[src/rtl/pipe_stage_elastic_if.sv]
`default_nettype none
// ============================================================================
// Module   : pipe_stage_elastic_if
// Brief    : Valid/ready handshake bundle (upstream + downstream + flush)
//            for one elastic pipeline stage.
// Revision : 1.0 - initial release
// ============================================================================
interface pipe_stage_elastic_if #(
    parameter int DATA_WIDTH = 32
);
    logic                  flush;
    logic                  in_valid;
    logic                  in_ready;
    logic [DATA_WIDTH-1:0] in_data;
    logic                  out_valid;
    logic                  out_ready;
    logic [DATA_WIDTH-1:0] out_data;

    // Environment side: produces upstream traffic, consumes downstream.
    modport master (
        output flush,
        output in_valid,
        input  in_ready,
        output in_data,
        input  out_valid,
        output out_ready,
        input  out_data
    );

    // Stage side.
    modport slave (
        input  flush,
        input  in_valid,
        output in_ready,
        input  in_data,
        output out_valid,
        input  out_ready,
        output out_data
    );
endinterface
`default_nettype wire

[src/rtl/pipe_stage_elastic.sv]
`default_nettype none
// ============================================================================
// Module   : pipe_stage_elastic
// Brief    : Elastic pipeline stage register with 2-entry skid buffer and
//            synchronous flush that inserts BUBBLE_VALUE.
//            Optional macro PIPE_STAGE_PERF_EN adds the stall_cnt port.
// Revision : 1.0 - initial release
// ============================================================================
module pipe_stage_elastic #(
    parameter int                    DATA_WIDTH   = 32,
    parameter logic [DATA_WIDTH-1:0] BUBBLE_VALUE = '0,
    parameter int                    CNT_WIDTH    = 16
) (
    input  wire logic           clk,
    input  wire logic           rst,
    pipe_stage_elastic_if.slave bus
`ifdef PIPE_STAGE_PERF_EN
    ,
    output logic [CNT_WIDTH-1:0] stall_cnt
`endif
);

    typedef enum logic [1:0] {
        EMPTY = 2'd0,
        ONE   = 2'd1,
        TWO   = 2'd2
    } state_t;

    state_t                r_state;
    state_t                w_state_nxt;
    logic [DATA_WIDTH-1:0] r_main;
    logic [DATA_WIDTH-1:0] r_skid;
    logic [DATA_WIDTH-1:0] w_main_nxt;
    logic [DATA_WIDTH-1:0] w_skid_nxt;
    logic                  w_in_ready;
    logic                  w_out_valid;
    logic                  w_in_fire;
    logic                  w_out_fire;

    if (DATA_WIDTH < 1 || CNT_WIDTH < 1) begin : g_bad_params
        $error("pipe_stage_elastic: DATA_WIDTH and CNT_WIDTH must be >= 1");
    end

    // in_ready is a function of registered state only, so out_ready never
    // reaches it combinationally.
    assign w_in_ready  = !rst && !bus.flush && (r_state != TWO);
    assign w_out_valid = !bus.flush && (r_state != EMPTY);
    assign w_in_fire   = bus.in_valid && w_in_ready;
    assign w_out_fire  = w_out_valid && bus.out_ready;

    assign bus.in_ready  = w_in_ready;
    assign bus.out_valid = w_out_valid;
    assign bus.out_data  = r_main;

    always_ff @(posedge clk) begin
        if (rst) begin
            r_state <= EMPTY;
            r_main  <= BUBBLE_VALUE;
            r_skid  <= BUBBLE_VALUE;
        end else begin
            r_state <= w_state_nxt;
            r_main  <= w_main_nxt;
            r_skid  <= w_skid_nxt;
        end
    end

    always_comb begin
        w_state_nxt = r_state;
        w_main_nxt  = r_main;
        w_skid_nxt  = r_skid;
        if (bus.flush) begin
            w_state_nxt = EMPTY;
            w_main_nxt  = BUBBLE_VALUE;
            w_skid_nxt  = BUBBLE_VALUE;
        end else begin
            case (r_state)
                EMPTY: begin
                    if (w_in_fire) begin
                        w_state_nxt = ONE;
                        w_main_nxt  = bus.in_data;
                    end
                end
                ONE: begin
                    if (w_in_fire && w_out_fire) begin
                        w_main_nxt = bus.in_data;
                    end else if (w_in_fire) begin
                        w_state_nxt = TWO;
                        w_skid_nxt  = bus.in_data;
                    end else if (w_out_fire) begin
                        w_state_nxt = EMPTY;
                        w_main_nxt  = BUBBLE_VALUE;
                    end
                end
                TWO: begin
                    // Skid entry moves up to the head; skid slot returns to bubble.
                    if (w_out_fire) begin
                        w_state_nxt = ONE;
                        w_main_nxt  = r_skid;
                        w_skid_nxt  = BUBBLE_VALUE;
                    end
                end
                default: begin
                    w_state_nxt = EMPTY;
                    w_main_nxt  = BUBBLE_VALUE;
                    w_skid_nxt  = BUBBLE_VALUE;
                end
            endcase
        end
    end

`ifdef PIPE_STAGE_PERF_EN
    localparam logic [CNT_WIDTH-1:0] c_cnt_one = CNT_WIDTH'(1);

    logic [CNT_WIDTH-1:0] r_stall_cnt;

    // Saturating; only rst clears it so stalls survive a flush.
    always_ff @(posedge clk) begin
        if (rst) begin
            r_stall_cnt <= '0;
        end else if (w_out_valid && !bus.out_ready && (r_stall_cnt != '1)) begin
            r_stall_cnt <= r_stall_cnt + c_cnt_one;
        end
    end

    assign stall_cnt = r_stall_cnt;
`endif

endmodule
`default_nettype wire

[src/flat_wrapper.sv]
// flat-port wrapper written by rule: the top's interface ports become plain ports
module pipe_stage_elastic_flat 
#(
    parameter int                    DATA_WIDTH   = 32,
    parameter logic [DATA_WIDTH-1:0] BUBBLE_VALUE = '0,
    parameter int                    CNT_WIDTH    = 16
)
  (clk, rst, bus_flush, bus_in_valid, bus_in_ready, bus_in_data, bus_out_valid, bus_out_ready, bus_out_data);
  pipe_stage_elastic_if #(.DATA_WIDTH(DATA_WIDTH)) bus_i ();
  input  wire logic clk;
  input  wire logic rst;
  input wire logic [$bits(bus_i.flush)-1:0] bus_flush;
  input wire logic [$bits(bus_i.in_valid)-1:0] bus_in_valid;
  output wire logic [$bits(bus_i.in_ready)-1:0] bus_in_ready;
  input wire logic [$bits(bus_i.in_data)-1:0] bus_in_data;
  output wire logic [$bits(bus_i.out_valid)-1:0] bus_out_valid;
  input wire logic [$bits(bus_i.out_ready)-1:0] bus_out_ready;
  output wire logic [$bits(bus_i.out_data)-1:0] bus_out_data;
  assign bus_i.flush = bus_flush;
  assign bus_i.in_valid = bus_in_valid;
  assign bus_in_ready = bus_i.in_ready;
  assign bus_i.in_data = bus_in_data;
  assign bus_out_valid = bus_i.out_valid;
  assign bus_i.out_ready = bus_out_ready;
  assign bus_out_data = bus_i.out_data;
  pipe_stage_elastic #(.DATA_WIDTH(DATA_WIDTH), .BUBBLE_VALUE(BUBBLE_VALUE), .CNT_WIDTH(CNT_WIDTH)) u_core (.clk(clk), .rst(rst), .bus(bus_i));
endmodule
[config.mk]
export PLATFORM = sky130hd
export DESIGN_NAME = pipe_stage_elastic_flat
export DESIGN_NICKNAME = d
export VERILOG_FILES = /design/src/rtl/pipe_stage_elastic_if.sv /design/src/rtl/pipe_stage_elastic.sv /design/src/flat_wrapper.sv
export SDC_FILE = /design/constraint.sdc
export NUM_CORES = 1
export LEC_CHECK = 0
export CORE_ASPECT_RATIO = 1.4
export CORE_MARGIN = 5
export CORE_UTILIZATION = 54
export DETAILED_ROUTE_END_ITERATION = 16
export GPL_ROUTABILITY_DRIVEN = 0
export GPL_TIMING_DRIVEN = 0
export PLACE_DENSITY = 0.85
export SYNTH_ARGS = -nofsm -noshare
export SYNTH_HDL_FRONTEND = slang
export SYNTH_SLANG_ARGS = --single-unit
export TNS_END_PERCENT = 100
[constraint.sdc]
create_clock -name clk -period 2.7 [get_ports clk]
set_clock_uncertainty 0.05 [all_clocks]
set_input_delay 0.54 -clock clk [delete_from_list [all_inputs] [get_ports clk]]
set_output_delay 0.54 -clock clk [all_outputs]
set_load 0.02 [all_outputs]
==> results.cfg, run 1 <==
[routing]
antenna_left = 0
wirelength_um = 7540
vias = 2649
via_per_inst = 5.75
detail_route.wl_per_cell_um = 16.3
drc = 0
drt-initial-drc-count = 164
first_pass_iters = 4

[finish]
final_nets = 428
syn_to_final_growth_pct = 30.8
diodes = 0
regArea_sq_um = 1320
multiInputGateArea_sq_um = 1620
drive_gt1_share_pct = 7.63
num-fill-cells = 441
fin_cells = 461

[timing]
finalHoldViolations = 0
setup_viol = 0
slew_viol_final = 0
worst_pin_slew_ns = 0.545
min_period_ns = 2.47
grt_setup_unrepaired = no
max-slew-margin-rel_pct = 63.7
final.period_utilization_pct = 91.6
fmax_mhz = 404
tns_ns = 0

[worst_setup_path]
cp-end-kind = output pin
start_kind = input port
worstPathRequired_ns = 2.11
ff2ff_path_depth = 4
criticalPathCategory = input port to output pin
r2r-start = u_core.r_state[1]
cpMaxStageDelayCell = clkdlybuf4s50_1
worst-path-max-fanout = 5
reg2reg_to = u_core.bus.out_data[31]
cp.arrival_ns = 1.88
path_cells = clkdlybuf4s50_1 > or2_1 > nor2_1 > dlygate4sd2_1
slowest_delay_ns = 0.52
rrSetupSlack_ns = 0.85

[worst_hold_path]
hold_depth = 2
hold_path.startpoint = u_core.r_skid[3]
hp-class = flip-flop to flip-flop
hold_end = u_core.r_skid[3]

[logic_synthesis]
ys_seq_area_share_pct = 43.0
syn_inst = 311
syn_nets = 348
synth-simple-area-share_pct = 11.3
avgSynthCellArea_sq_um = 9.88
netlist_top_cells_area = dfxtp_1, mux2i_1, a22o_1, o2bb2ai_1, nand2_1
synth-xor-area-share_pct = 0
muxShareOfSynthArea_pct = 21.5
synth_top_family_by_area = multiplexers
synth_adder_area_share_pct = 0
synth_compound_area_share_pct = 19.9
netlist.top_cell.by_area = dfxtp_1
yosys.cell_types.count = 23
synth_top_area_share_pct = 43.0
yosysWarnings = 0
synth_area_sq_um = 3070
ys_ff_latch = 66

[grt]
grtUsageMet3_pct = 5.86
met1_usage_pct = 26.2
gr-usage-all-layers_pct = 22.0
busiest_layer = met2
grt_max_degree = 11
antenna_found_initial = 0
grt_pass1_wl_um = 12700
grt_overflow = 0
grt_pass1_vias = 2699
grt_use_met2_pct = 36.5

[clock_tree]
cts_inserted_buffers = 9
clkTransAtPathRegs_ns = 0.06
cts_resized = 5
worstSkewPairLatency_ns = 0.34
htree_num_levels = 3
cts.sinks = 66
ctsHoldBuffers = 0
cts_tree = yes
cts_root_buf = clkbuf_8
clockBufferDepth = 2
cts_setup_buffers = 0

[job]
maxCapViolations = 0

[outcome]
outcome = completed

[pwr]
powerDensity_nw_per_um2 = 488
leakage_uw = 0.00135
ir_drop_uv = 301

[floorplanning]
core_area_sq_um = 5530
fp.dieArea_sq_um = 7320
pin_count = 71
die_h_um = 99.3
initial_core_util_pct = 55.6
die_w_um = 73.8
std_cell_rows = 32

[placed_design]
numPortBuffers = 69
dp_hpwl_um = 5380
dp_cells = 448
-- cells in the mapped netlist (all sizes together) --
master and n:
a21oi 2, a22o 32, a32o 1, and3 1
buf 15, clkbuf 13, dfxtp 66, mux2 1
mux2i 65, nand2 66, nand4b 1, nor2 6
nor2b 3, nor3 1, nor3b 1, nor4b 1
o21ai 1, o22a 1, o2bb2ai 32, o32ai 1
or2 1
-- cells by family (layout without fill, tap and decap cells) --
kind of cell	Yosys count	in the layout
DFF	66	66
muxes	66	66
AOI/OAI and AO/OA	70	70
and+or+nand+nor	81	81
buffers and inverters	28	110
-- flip-flops by register name, summed over array words and instances (netlist names) --
name	cells
u_core.r_state	2
u_core.r_skid	32
u_core.bus.out_data	32
-- through the flow --
step | worst slack [ns] | hold WS, ns | instance area (sq um) | utilization [%] | total power, uW
after global placement | -0.0553 | 0.392 | 3850 | 69.7 | 1270
final | 0.226 | 0.410 | 4020 | 72.7 | 1960
after global routing | 0.155 | 0.428 | 4020 | 72.7 | 2050
after floorplan | 0.832 | 0.384 | 3070 | - | 1150
after CTS | 0.0444 | 0.411 | 4010 | 72.6 | 1970
after detailed placement | -0.0753 | 0.400 | 3850 | 69.7 | 1280
-- worst max path at each step --
stage	from	end	cells past startpoint
after floorplan	u_core.r_state[1]	bus_out_valid	4
after global placement	bus_flush	bus_in_ready	4
after detailed placement	bus_flush	bus_in_ready	4
after CTS	u_core.r_state[0]	bus_out_valid	5
after global routing	bus_flush	bus_in_ready	4
final	bus_flush	bus_in_ready	4
-- layer usage --
layer,vias to the layer above,part of all wire (%)
met5,-,0
met4,0,1.6
met3,12,6.0
met2,79,50
met1,1274,42
li1,1284,-
-- report_power, final --
part	internal (uW)	leakage [uW]	total, uW	switching, uW
clock	369	0.0000815	704	335
combinational	126	0.000737	254	128
sequential	993	0.000534	1000	11.0
-- layout by cell type (no fill, tap or decap) --
cell type,synthesis,final
clkbuf_8,0,11
a32o_1,1,1
buf_2,10,9
o22a_1,1,1
nor3b_1,1,1
mux2_2,1,1
dfxtp_1,66,66
nand2_1,66,66
and3_1,1,1
clkdlybuf4s50_1,0,67
clkbuf_1,13,13
dlymetal6s2s_1,0,1
clkbuf_4,0,1
a21oi_1,2,2
a22o_1,32,32
o2bb2ai_1,32,32
nand4b_1,1,1
nor2b_1,3,3
or2_1,1,1
mux2i_1,65,65
o32ai_2,1,1
nor4b_4,1,1
dlygate4sd2_1,0,1
nor3_1,1,1
buf_4,4,6
o21ai_0,1,1
buf_1,1,1
nor2_1,6,6
-- layout make-up --
class / instances / area share (%)
clock buffer: 13 / 3.95
multi-input combinational: 217 / 40.3
timing repair buffer: 69 / 17.2
buffer: 28 / 3.55
tap: 68 / 2.12
sequential: 66 / 32.9
-- critical path: cells and delay by family --
kind,cells,cell delay [ns]
and+or+nand+nor,2,0.48
buffers and inverters,2,0.87
Power figures use the tool's default switching activity.
==> run 2: changes to the inputs <==
GPL_ROUTABILITY_DRIVEN = 1   (was 0)
==> results of run 2 <==
The final DEF is identical to that of run 1; final timing and power are the same.
==> run 3: changes to the inputs <==
GPL_TIMING_DRIVEN = 1   (was 0)
==> run 3 against run 2 <==
Net effect:
- routed wire length grew 4.0%
- critical path depth is the same
- largest power group is now the clock network
- largest cell class unchanged
- first-iteration DRC count grew 10%
- maximum frequency shrank 0.92%
==> results.cfg, run 3 (same netlist as run 1, synthesis figures left out) <==
[finish]
diodes = 0
drive_gt1_share_pct = 10.1
fin_cells = 454
final_util_pct = 74.8
final_common_cell = clkdlybuf4s50_1
multiInputGateArea_sq_um = 1640
final_nets = 418
syn_to_final_growth_pct = 34.5
regArea_sq_um = 1320
num-fill-cells = 402
final_cell_mix = clkdlybuf4s50_1, nand2_1, mux2i_1, dfxtp_1

[clock_tree]
cts_root_buf = clkbuf_8
cts_inserted_buffers = 9
clkTransAtPathRegs_ns = 0.07
cts_setup_buffers = 0
worstSkewPairLatency_ns = 0.35
ctsHoldBuffers = 0
clockBufferDepth = 2
cts_tree = yes
cts_resized = 0
htree_num_levels = 3
cts.sinks = 66

[timing]
grt_setup_unrepaired = no
min_period_ns = 2.50
worst_pin_slew_ns = 0.583
tns_ns = 0
final.period_utilization_pct = 92.5
slew_viol_final = 0
setup_viol = 0
max-slew-margin-rel_pct = 61.2
finalHoldViolations = 0
fmax_mhz = 401

[outcome]
outcome = completed

[grt]
antenna_found_initial = 0
grt_overflow = 0
grt_pass1_wl_um = 12900
grt_max_degree = 36
grt_pass1_vias = 2753
gr-usage-all-layers_pct = 22.4

[floorplanning]
die_h_um = 99.3
fp.dieArea_sq_um = 7320
die_w_um = 73.8
pin_count = 71
std_cell_rows = 32
initial_core_util_pct = 55.6
core_area_sq_um = 5530

[routing]
drt-initial-drc-count = 181
wirelength_um = 7840
first_pass_iters = 4
antenna_left = 0
vias = 2631
via_per_inst = 5.80
detail_route.wl_per_cell_um = 17.3
drc = 0

[job]
maxCapViolations = 0

[pwr]
totalPowerFinal_uw = 2300
leakage_uw = 0.00137
ir_drop_uv = 427
powerDensity_nw_per_um2 = 556

[worst_hold_path]
hp-class = flip-flop to flip-flop

[placed_design]
place.gp.congestion = 0.777
numPortBuffers = 70
dp_hpwl_um = 5210
dp_cells = 438

[worst_setup_path]
cp-end-kind = output pin
cp.arrival_ns = 1.91
worstPathRequired_ns = 2.11
start_kind = input port
criticalPathCategory = input port to output pin
worst-path-max-fanout = 2
run 3: cell count changes in the layout (fill, tap and decap cells not counted), moves of 2 or more:
cell / previous run / this run
clkinv_4: 0 / 2
buf_2: 9 / 0
clkbuf_1: 13 / 0
bufinv_16: 0 / 3
inv_6: 0 / 2
clkbuf_8: 11 / 9
buf_4: 6 / 16
clkdlybuf4s50_1: 67 / 70
run 3: area by class of cell:
class / instances / share of cell area [%]
multi-input cells: 217 / 39.6
well taps: 68 / 2.06
repair buffers: 87 / 20.3
flip-flops and latches: 66 / 32.0
clock buffers: 9 / 3.00
clock inverters: 7 / 3.03
run 3: worst paths after layout:
kind	from	endpoint	slack, ns	cells past startpoint
worst max register to register	u_core.r_state[1]	u_core.r_skid[4]	0.61	5
worst max-delay path	rst	bus_in_ready	0.20	4
worst min register to register	u_core.r_skid[27]	u_core.r_skid[27]	0.41	2
worst min-delay path	u_core.r_skid[27]	u_core.r_skid[27]	0.41	2
run 3: stage by stage:
step	instance area (sq um)	setup WS [ns]	hold WS [ns]
2_1_floorplan	3070	0.832	0.384
3_3_place_gp	3880	0.208	0.391
3_5_place_dp	3880	0.194	0.404
4_1_cts	4130	0.193	0.413
5_1_grt	4130	0.146	0.438
6_report	4130	0.203	0.409
run 3: power breakdown:
part           switching (uW)  internal (uW)  total [uW]
registers                12.8            992        1000
logic                     130            135         265
clock network             406            623        1030
total                     549           1750        2300
run 3: routing by layer:
layer | part of all wire, % | track usage (%) | up-vias
li1 | - | - | 1279
met1 | 42 | 26.2 | 1271
met2 | 52 | 38.5 | 69
met3 | 4.5 | 5.97 | 12
met4 | 1.6 | 7.67 | 0
met5 | 0 | 0 | -
run 3: worst max-delay path, cell delays in order:
cell	delay (ns)
clkdlybuf4s50_1	0.41
or2_1	0.25
nor2_1	0.10
clkdlybuf4s50_1	0.61
